===== src/rtl/clk_div_ctrl_pkg.sv =====
// Shared types and constants for the runtime clock-divider controller.
// Ratio select s means divide by 2^(s+1).
package clk_div_ctrl_pkg;

  typedef enum logic [1:0] {
    IDLE  = 2'd0,
    RUN   = 2'd1,
    DRAIN = 2'd2,
    STOP  = 2'd3
  } state_t;

  localparam int unsigned SEL_DIV2  = 0;
  localparam int unsigned SEL_DIV4  = 1;
  localparam int unsigned SEL_DIV8  = 2;
  localparam int unsigned SEL_DIV16 = 3;
  localparam int unsigned SEL_DIV32 = 4;

  function automatic int unsigned clamp_sel(
    input int unsigned sel,
    input int unsigned max_sel
  );
    return (sel > max_sel) ? max_sel : sel;
  endfunction

endpackage


===== src/rtl/clk_div_ctrl_if.sv =====
// Ratio-select valid/ready handshake between a requester and the
// divider controller.
interface clk_div_ctrl_if #(
  parameter int SEL_W = 3
);
  logic [SEL_W-1:0] cfg_sel;
  logic             cfg_valid;
  logic             cfg_ready;

  modport master (
    output cfg_sel,
    output cfg_valid,
    input  cfg_ready
  );

  modport slave (
    input  cfg_sel,
    input  cfg_valid,
    output cfg_ready
  );
endinterface


===== src/rtl/clk_div_tap.sv =====
// Tap mux and period-end detect for the free-running divider counter.
// Only cnt[sel:0] matter, so the counter may free-run above the tap.
module clk_div_tap #(
  parameter int CNT_W = 5,
  parameter int SEL_W = 3
) (
  input  logic [CNT_W-1:0] cnt,
  input  logic [SEL_W-1:0] sel,
  input  logic             en,
  output logic             div_out,
  output logic             tick
);
  logic [CNT_W-1:0] mask;
  logic [CNT_W-1:0] hot;

  always_comb begin
    mask = '0;
    hot  = '0;
    for (int i = 0; i < CNT_W; i++) begin
      mask[i] = (SEL_W'(i) <= sel);
      hot[i]  = (SEL_W'(i) == sel);
    end
  end

  assign div_out = en & (|(cnt & hot));
  assign tick    = en & ((cnt & mask) == mask);
endmodule


===== src/rtl/clk_div_ctrl.sv =====
// Runtime divider controller: ratio changes and stops are deferred to
// the period-end tick so the output never shows a runt phase.
module clk_div_ctrl
  import clk_div_ctrl_pkg::*;
#(
  parameter int CNT_W   = 5,
  parameter int SEL_W   = 3,
  parameter int DEF_SEL = SEL_DIV2
) (
  input  logic             clk,
  input  logic             rst_n,
  input  logic             ena,
  clk_div_ctrl_if.slave    cfg,
  output logic             div_out,
  output logic             tick,
  output logic [SEL_W-1:0] active_sel,
  output logic             busy
);
  state_t           state;
  logic [CNT_W-1:0] cnt;
  logic [SEL_W-1:0] pend_sel;
  logic [SEL_W-1:0] sel_c;
  logic             accept;

  assign sel_c = SEL_W'(clamp_sel(32'(cfg.cfg_sel),
                                  32'(CNT_W - 1)));

  assign busy          = (state != IDLE);
  assign cfg.cfg_ready = (state == IDLE) | (state == RUN);
  assign accept        = cfg.cfg_valid & cfg.cfg_ready;

  clk_div_tap #(
    .CNT_W (CNT_W),
    .SEL_W (SEL_W)
  ) u_tap (
    .cnt     (cnt),
    .sel     (active_sel),
    .en      (busy),
    .div_out (div_out),
    .tick    (tick)
  );

  always_ff @(posedge clk) begin
    if (!rst_n) begin
      state      <= IDLE;
      cnt        <= '0;
      active_sel <= SEL_W'(DEF_SEL);
      pend_sel   <= SEL_W'(DEF_SEL);
    end else begin
      unique case (state)
        IDLE: begin
          cnt <= '0;
          if (accept) begin
            active_sel <= sel_c;
            pend_sel   <= sel_c;
          end
          if (ena) state <= RUN;
        end
        RUN: begin
          cnt <= cnt + 1'b1;
          if (accept) begin
            pend_sel <= sel_c;
            state    <= DRAIN;
          end else if (!ena) begin
            state <= STOP;
          end
        end
        DRAIN: begin
          if (tick) begin
            cnt        <= '0;
            active_sel <= pend_sel;
            state      <= ena ? RUN : IDLE;
          end else begin
            cnt <= cnt + 1'b1;
          end
        end
        STOP: begin
          if (tick) begin
            cnt   <= '0;
            state <= IDLE;
          end else begin
            cnt <= cnt + 1'b1;
          end
        end
        default: state <= IDLE;
      endcase
    end
  end
endmodule


===== src/flat_wrapper.sv =====
// flat-port wrapper written by rule: the top's interface ports become plain ports
module clk_div_ctrl_flat import clk_div_ctrl_pkg::*;
#(
  parameter int CNT_W   = 5,
  parameter int SEL_W   = 3,
  parameter int DEF_SEL = SEL_DIV2
)
  (clk, rst_n, ena, div_out, tick, active_sel, busy, cfg_cfg_sel, cfg_cfg_valid, cfg_cfg_ready);
  clk_div_ctrl_if #(.SEL_W(SEL_W)) cfg_i ();
  input  logic clk;
  input  logic rst_n;
  input  logic ena;
  output logic div_out;
  output logic tick;
  output logic [SEL_W-1:0] active_sel;
  output logic busy;
  input wire logic [$bits(cfg_i.cfg_sel)-1:0] cfg_cfg_sel;
  input wire logic [$bits(cfg_i.cfg_valid)-1:0] cfg_cfg_valid;
  output wire logic [$bits(cfg_i.cfg_ready)-1:0] cfg_cfg_ready;
  assign cfg_i.cfg_sel = cfg_cfg_sel;
  assign cfg_i.cfg_valid = cfg_cfg_valid;
  assign cfg_cfg_ready = cfg_i.cfg_ready;
  clk_div_ctrl #(.CNT_W(CNT_W), .SEL_W(SEL_W), .DEF_SEL(DEF_SEL)) u_core (.clk(clk), .rst_n(rst_n), .ena(ena), .cfg(cfg_i), .div_out(div_out), .tick(tick), .active_sel(active_sel), .busy(busy));
endmodule

===== config.mk =====
export PLATFORM = sky130hd
export DESIGN_NAME = clk_div_ctrl_flat
export DESIGN_NICKNAME = d
export VERILOG_FILES = /design/src/rtl/clk_div_ctrl_pkg.sv /design/src/rtl/clk_div_ctrl_if.sv /design/src/rtl/clk_div_tap.sv /design/src/rtl/clk_div_ctrl.sv /design/src/flat_wrapper.sv
export SDC_FILE = /design/constraint.sdc
export NUM_CORES = 1
export LEC_CHECK = 0
export CORE_UTILIZATION = 44
export DETAILED_ROUTE_END_ITERATION = 10
export PLACE_DENSITY = 0.72
export SLEW_MARGIN = 20
export SYNTH_ARGS = -nofsm -noshare
export SYNTH_HDL_FRONTEND = slang
export SYNTH_SLANG_ARGS = --single-unit

===== constraint.sdc =====
create_clock -name clk -period 1.34 [get_ports clk]
set_input_delay 0.134 -clock clk [delete_from_list [all_inputs] [get_ports clk]]
set_output_delay 0.134 -clock clk [all_outputs]
set_load 0.005 [all_outputs]

==> results, run 1 <==
- The flow ran to the end, but the final reports show violations.
- The final reports fail on negative setup slack.
- For this run, asynchronously set or reset flops after synthesis account for 0.
- The detailed router finished its first iteration with 11 violations.
- The total negative slack is -1.613 ns.
- The die covers around 1900 µm².
- The number of slew-limit violations in the final report is 0.
- The endpoint identified for the worst register-to-register timing path is u_core.cnt[4].
- The static leakage power is approximately 0.00054 µW.
- The longest clock path from root to sink contains 2 buffers.
- In the routed design, unresolved DRC markers number 0.
- The maximum vdd ir drop is 0.5758 mV.
- The number of optimization iterations in the first detailed-route pass is 4.
- The type of element launching the critical path is a flip-flop.
- For flop-to-flop paths, the worst setup slack is -0.21 ns.
- Of the available clock period, the critical path in the final layout requires 1.176.
- The wire length of the first global-routing pass is 3387 µm.
- The buffer type at the clock tree root is sky130_fd_sc_hd__clkbuf_4.
- Derived from the worst setup path, the maximum achievable clock frequency is 634.7 MHz.
- The routed design has 1911 µm of wire.
- The final route contains 753 vias.
- The initial utilization of the core area, before any placement, comes to 0.4862.
- The die is 43.27 µm tall.
- The top-area cell type share of the netlist area is 0.3472.
- The via-per-instance ratio is 5.266.
- The setup slack after layout is -0.2355 ns.
- For the final database, setup skew stands at 0.001326 ns.
- The tool flagged a number of max-cap violations equal to 0.
- The clock tree from TritonCTS is done.
- The initial antenna violation count is 0.
- The critical path goes through or3b_4 > o311ai_4 > nand3_2 > nor2_1 > buf_2.
- The placed instances occupy a cell area of 1064 µm².
- The arrival time reported for the critical path endpoint is approximately 1.4 ns.
- Data on the critical path is required at its endpoint by 1.21 ns.
- The per-cell routed wire length is 13.36 µm.
- The mapped cell area is 749.5 µm².
- Setup violations remaining at the end of the flow were counted as 12.
- The largest net degree at the start of global routing is 10.
- The weighted congestion at the end of routability-driven global placement is 0.8197.
- The Yosys step of the flow raised 0 warnings.
- The sequential-to-total area share from yosys stat is 0.3472.
- The via count of the first global-routing pass was 771.
- For this run, the total global-route usage over all layers was measured as 0.2433.
- On the worst path, the slowest cell contributes a delay of 0.41 ns.
- On the critical path, the stage with the largest delay is an instance of sky130_fd_sc_hd__or3b_4.
- In this run the worst path has a maximum fanout of 2.
- In this run the core area contains 14 standard-cell rows.
- After synthesis, the mean cell area works out to 9.030 µm².
- The number of hold violations in the final report is 0.
- The tree built by TritonCTS fans out to 13 sinks.
- The number of stages on the worst hold path is 2.
- The critical setup path kind is reg2out.
- For this design the ratio of total power to cell area is 891.3 nW/µm².
- The core outline area is 1541 µm².
- Buffers placed on the I/O ports in this run total 13.
- The final cell area excluding filler cells is 1156 µm².
- Of the cells placed in the final design, the portion with a size suffix greater than 1 is 0.3937.
- The final-stage net count is 136.
- The wire-length estimate of the detail-placed layout is 1374 µm.
- The number of nets still failing antenna checks after routing is 0.
- For the worst-skew pair, the clock arrives at the later sink with an insertion delay of 0.27 ns.
- The clock-pin slew on the worst setup and hold paths is around 0.08 ns.
- In this run the count of I/O pins placed on the die edge is 14.
- The synthesized design contains 0 enable-type register cells.
- The class of the tightest hold or removal check is reg2reg.
- Counting every net in the synthesized netlist gives 91.
- By area the synthesized netlist is led by sky130_fd_sc_hd__dfxtp_1 35%, sky130_fd_sc_hd__mux2i_1 9.3%, sky130_fd_sc_hd__nor2b_1 7.5%, sky130_fd_sc_hd__nand2_1 5.0%, sky130_fd_sc_hd__and3_1 4.2%.
- The routed design could run at a clock period as short as 1.576 ns.
- The number of storage elements in the synthesis netlist is 13.
- The length in cells of the worst reg-to-reg path is 5.
- The total number of H-tree levels is 1.
- The timing startpoint of the critical path is u_core.active_sel[2].
- The top flip-flop cell by instance count after synthesis is sky130_fd_sc_hd__dfxtp_1.
- The number of buffers created by CTS is 3.
- The synthesized instance count is 83.
- The synthesized netlist contains 28 unique library cells.
- Compared with the post-synthesis result, the final layout area differs by 54.26%.
- The beginning of the worst hold path is u_core.active_sel[1].
- The number of antenna cells inserted is 0.
- Buffers inserted to repair hold after CTS numbered 0.
- The nature of the critical path endpoint is an output port.
- The most critical setup path has its endpoint at tick.
- The overall die width is between 40 and 50 µm.
- The total congestion overflow is 0.
- The synthesized design spends more area on one cell type than any other, namely sky130_fd_sc_hd__dfxtp_1.
- Setup repair after global routing could not meet its margin everywhere.
- In this run the critical register-to-register path is launched from u_core.active_sel[2].
- The slew of the pin with the lowest slew margin is 0.2539 ns.
- The normalized max-slew margin is 0.8296.
[cells in the final DEF, fill, tap and decap left out, drive strengths merged]
cell / instances
nand3: 4
or3b: 1
xor2: 1
nor2: 5
clkdlybuf4s50: 7
inv: 5
nand4: 1
a32oi: 1
nand2b: 1
a21oi: 2
nor2b: 9
and3: 5
o311ai: 1
nand2: 10
buf: 30
o211a: 2
ha: 1
xnor2: 2
a31oi: 1
o21ai: 3
a31o: 1
mux2: 3
mux2i: 7
dlygate4sd2: 3
clkbuf: 5
o21a: 1
dfxtp: 13
nand3b: 2
[where the power goes]
group	switching (µW)	internal, µW	leakage (µW)
sequential	18.7	411	0.000109
combinational	155	202	0.000419
clock	128	115	0.0000150
[worst min path at each step]
stage / to / slack (ns)
after floorplan: u_core.cnt[0] / 0.29
after global placement: u_core.active_sel[0] / 0.48
after detailed placement: u_core.active_sel[0] / 0.49
after CTS: u_core.active_sel[0] / 0.49
after global routing: u_core.active_sel[0] / 0.52
final: u_core.active_sel[1] / 0.50
[sequential cells by signal, indices dropped and copies added (netlist names)]
register           flops
u_core.active_sel      3
u_core.pend_sel        3
u_core.cnt             5
u_core.state           2
[cell families after synthesis]
logic type / Yosys count / share of synthesized area
AOI/OAI and AO/OA: 12 / 0.1620
xor gates and xnor gates: 3 / 0.03506
adders and majority gates: 1 / 0.01669
buffers and inverters: 6 / 0.03005
DFF: 13 / 0.3472
muxes: 10 / 0.1386
and+or+nand+nor: 38 / 0.2705
[cell usage after synthesis (3+ instances only)]
master / number
sky130_fd_sc_hd__inv_1: 3
sky130_fd_sc_hd__nor2b_1: 9
sky130_fd_sc_hd__nand2_1: 10
sky130_fd_sc_hd__nor2_1: 5
sky130_fd_sc_hd__dfxtp_1: 13
sky130_fd_sc_hd__nand3_1: 4
sky130_fd_sc_hd__and3_1: 5
sky130_fd_sc_hd__mux2i_1: 7
[per-stage QoR]
step                      instances  total power, µW    util  hold WS [ns]  worst slack (ns)
after floorplan                  83            586.9       -        0.2865         0.0005690
after global placement          133            746.7  0.6899        0.4816           -0.3152
after detailed placement        133            757.0  0.6899        0.4878           -0.3541
after CTS                       143             1036  0.7524        0.4914           -0.2155
after global routing            143             1091  0.7500        0.5239           -0.3101
final                           143             1030  0.7500        0.5001           -0.2355
[repair_timing]
action                                  4_1_cts  5_1_grt
endpoints found under the setup margin       16       13
buffers inserted                              6        1
resized for setup                            24        3
pin swaps                                     9        9
[worst max-delay path: cells and delay by family (launching register included)]
| family | cells | cell delay, ns |
|---|---|---|
| simple gates | 3 | 0.63 |
| flops | 1 | 0.33 |
| compound gates | 1 | 0.08 |
| buf+inv | 1 | 0.12 |
[per-layer routing]
| metal | part of all wire | GRT usage | routed length, µm | up-vias |
|---|---|---|---|---|
| met5 | 0 | 0 | 0 | - |
| met4 | 0.033 | 0.1091 | 63 | 0 |
| met3 | 0.026 | 0.04681 | 50 | 8 |
| met2 | 0.51 | 0.4388 | 967 | 14 |
| met1 | 0.43 | 0.2694 | 830 | 352 |
| li1 | - | - | - | 379 |
[final cells by class]
type / instances / area (µm²)
Clock buffer: 4 / 26.28
Fill cell: 122 / 385.4
Inverter: 5 / 18.77
Multi-Input combinational cell: 64 / 488.0
Sequential cell: 13 / 270.3
Tap cell: 16 / 20.02
Timing Repair Buffer: 41 / 332.8
Power figures use the tool's default switching activity.
==> run 2: changes to the inputs <==
- CORE_MARGIN: default -> 3
- TNS_END_PERCENT: default -> 20
==> run 2 against run 1 <==
Compared with the run above:
- the run still ends with negative setup slack left
- global-route usage down 6.3 points
- sequential power barely moved
- worst hold slack worse by 0.00074 ns
- cell count is 4.2% lower
==> results, run 2 (synthesized netlist as in run 1, its figures left out) <==
- Unrepaired setup endpoints after global routing: yes (unchanged).
- The DRC violation total after the first TritonRoute iteration is 7 (was 11).
- The maximum vdd ir drop is 0.6685 mV (was 0.5758 mV).
- The per-cell routed wire length is 13.04 µm (was 13.36 µm).
- The footprint of the multi-input gates is 481.7 µm² (was 488.0 µm²).
- The number of fillers in the final layout is 130 (was 122).
- The type of element launching the critical path is a flip-flop (unchanged).
- The cell count after placement is 130 (was 133).
- The global router's overall resource usage is 0.1799 (was 0.2433).
- The number of optimization iterations in the first detailed-route pass came to 4 (unchanged).
- The sequential standard cell area came to 275.3 µm² (was 270.3 µm²).
- The largest incremental delay on the critical path came to 0.38 ns (was 0.41 ns).
- The number of hold violations in the final report is 0 (unchanged).
- The overall die width is 47.27 µm (was 43.27 µm).
- The timing startpoint of the critical path is u_core.active_sel[0] (was u_core.active_sel[2]).
- The total via count after detailed routing came to 726 (was 753).
- The power density normalized to cell area is 907.8 nW/µm² (was 891.3 nW/µm²).
- The required time of the critical path is 1.21 ns (about the same).
- The quantity of I/O buffers inserted on ports is 13 (unchanged).
- The setup slack after layout came to -0.2722 ns (was -0.2355 ns).
- The number of placement rows was 14 (unchanged).
- The highest-delay cell along the critical path is sky130_fd_sc_hd__or3b_4 (unchanged).
- The later-pin clock latency in the skew report was 0.28 ns (was 0.27 ns).
- The critical setup path kind is reg2out (unchanged).
- The nature of the critical path endpoint is an output port (unchanged).
- The total clock sinks is 13 (unchanged).
- The area of the die is 2234 µm² (was 1872 µm²).
- The detailed-route DRC error count was 0 (unchanged).
- The initial standard-cell utilization of the core came to 0.4807 (was 0.4862).
- The number of antenna cells inserted is 0 (unchanged).
- Cell Chain, Critical Path: or3b_4 > o311ai_4 > nand3_2 > nor2_1 > buf_2 (unchanged).
- The post-detailed-placement half-perimeter wirelength is 1340 µm (was 1374 µm).
- The normalized max-slew margin is 0.8247 (was 0.8296).
- The worst-path maximum fanout was 4 (was 2).
- The wire length of the first global-routing pass was 2780 µm (was 3387 µm).
- Violations in the final reports: negative setup slack (unchanged).
- The via-per-instance ratio is 5.299 (was 5.266).
- The weighted congestion at the end of routability-driven global placement was 0.7427 (was 0.8197).
- The number of slew-limit violations in the final report is 0 (unchanged).
- The buffer type at the clock tree root is sky130_fd_sc_hd__clkbuf_4 (unchanged).
- The synthesis-to-layout area growth is 48.91% (was 54.26%).
- The arrival time reported for the critical path endpoint is 1.48 ns (was 1.44 ns).
- The register containing the most flip-flops in the final layout is u_core.cnt (unchanged).
- The critical register-to-register path startpoint is u_core.active_sel[0] (was u_core.active_sel[2]).
- The worst clock skew came to 0.004310 ns (was 0.001326 ns).
- The floorplan die height is 47.27 µm (was 43.27 µm).
- The slew of the pin with the lowest slew margin is 0.2629 ns (was 0.2539 ns).
- The static leakage power is 0.0005199 µW (was 0.0005429 µW).
- The shortest clock period the worst path allows after layout was 1.612 ns (was 1.576 ns).
- The leading cell type in the layout, fill and taps excluded was sky130_fd_sc_hd__buf_4 (unchanged).
- The core outline area is 1559 µm² (was 1541 µm²).
- The final setup violation count came to 11 (was 12).
- The number of ports placed on the die boundary is 14 (unchanged).
- The final period utilization is 1.203 (was 1.176).
- The beginning of the worst hold path is rst_n (was u_core.active_sel[1]).
- The number of buffers created by CTS is 3 (unchanged).
- The number of nets still failing antenna checks after routing is 0 (unchanged).
- The flip-flop count of the largest register after layout is 5 (unchanged).
- Highest-count cells in the layout ignoring fill and taps: 18 x sky130_fd_sc_hd__buf_4, 10 x sky130_fd_sc_hd__nand2_1, 8 x sky130_fd_sc_hd__nor2b_1 (was 25 x sky130_fd_sc_hd__buf_4, 10 x sky130_fd_sc_hd__nand2_1, 8 x sky130_fd_sc_hd__nor2b_1).
- The via count of the first global-routing pass was 646 (was 771).
- The fmax is 620.3 MHz (was 634.7 MHz).
- The count of hold buffers inserted by post-cts repair is 0 (unchanged).
- The total routed wirelength is 1787 µm (was 1911 µm).
- Regs by FF count: u_core.cnt: 5 flops, u_core.active_sel: 3 flops, u_core.pend_sel: 3 flops (unchanged).
- The total negative slack is -1.423 ns (was -1.613 ns).
- The final instance count without filler cells is 137 (was 143).
- The worst-case clock buffer depth is 2 (unchanged).
- The total congestion overflow is 0 (unchanged).
- The initial antenna violation count was 0 (unchanged).
- The clock tree from TritonCTS is done (unchanged).
- The number of max-cap violations is 0 (unchanged).
- The largest net degree at the start of global routing is 12 (was 10).
- The total number of H-tree levels was 1 (unchanged).
- The final-stage net count is 130 (was 136).
- The clock-pin slew on the worst setup and hold paths is 0.08 ns (about the same).
- Outcome: finished, violations left (unchanged).
- The share of layout cells above drive strength 1 is 0.3471 (was 0.3937).
- The class of the tightest hold or removal check is in2reg (was reg2reg).
[run 2: cell count changes in the layout (fill, tap and decap cells not counted), moves of 2 or more]
| cell | change |
|---|---|
| sky130_fd_sc_hd__dfxtp_4 | +2 |
| sky130_fd_sc_hd__dlygate4sd2_1 | +2 |
| sky130_fd_sc_hd__buf_4 | -7 |
| sky130_fd_sc_hd__dfxtp_2 | -2 |
[run 2: layout make-up]
class	instances	area share
multi-input cells	64	0.4316
repair buffers	35	0.2635
flip-flops and latches	13	0.2466
clock buffers	4	0.02354
well taps	16	0.01794
inverters	5	0.01682
[run 2: repair_timing]
| action | CTS | global route |
|---|---|---|
| resized for setup | 25 | 3 |
| pin swaps | 6 | 4 |
| endpoints found under the setup margin | 16 | 11 |
| gates cloned | 0 | 0 |
| setup buffers | 3 | 0 |
[run 2: layer usage]
metal	vias to the layer above	GRT usage	routed length [µm]
li1	367	-	-
met1	334	0.2164	801
met2	19	0.2807	886
met3	6	0.04981	64
met4	0	0.1105	34
met5	-	0	0
[run 2: per-stage QoR]
stage / area (µm²) / power [µW] / hold WS [ns] / utilization / setup WS, ns
after global routing: 1116 / 1064 / 0.5151 / 0.7159 / -0.3289
after global placement: 1041 / 736.8 / 0.4926 / 0.6677 / -0.3085
after CTS: 1116 / 1016 / 0.4877 / 0.7159 / -0.2340
final: 1116 / 1013 / 0.4994 / 0.7159 / -0.2722
after detailed placement: 1041 / 742.3 / 0.5076 / 0.6677 / -0.3393
after floorplan: 752.0 / 586.9 / 0.2865 / - / 0.0005690
[run 2: final timing paths]
check | end | slack [ns] | cells after the start
min reg2reg | u_core.pend_sel[2] | 0.52 | 2
min | u_core.cnt[0] | 0.50 | 2
max reg2reg | u_core.state[0] | -0.24 | 7
max | tick | -0.27 | 5
[run 2: worst max-delay path, delay by kind of cell, from the launching register on]
| family | cells | cell delay, ns |
|---|---|---|
| DFF | 1 | 0.36 |
| and+or+nand+nor | 3 | 0.63 |
| AOI/OAI and AO/OA | 1 | 0.08 |
| buffers and inverters | 1 | 0.13 |
[run 2: where the power goes]
group / switching, µW / internal, µW / total [µW]
clock: 137 / 116 / 252
combinational: 142 / 188 / 330
sequential: 21.3 / 410 / 431
total: 300 / 713 / 1010
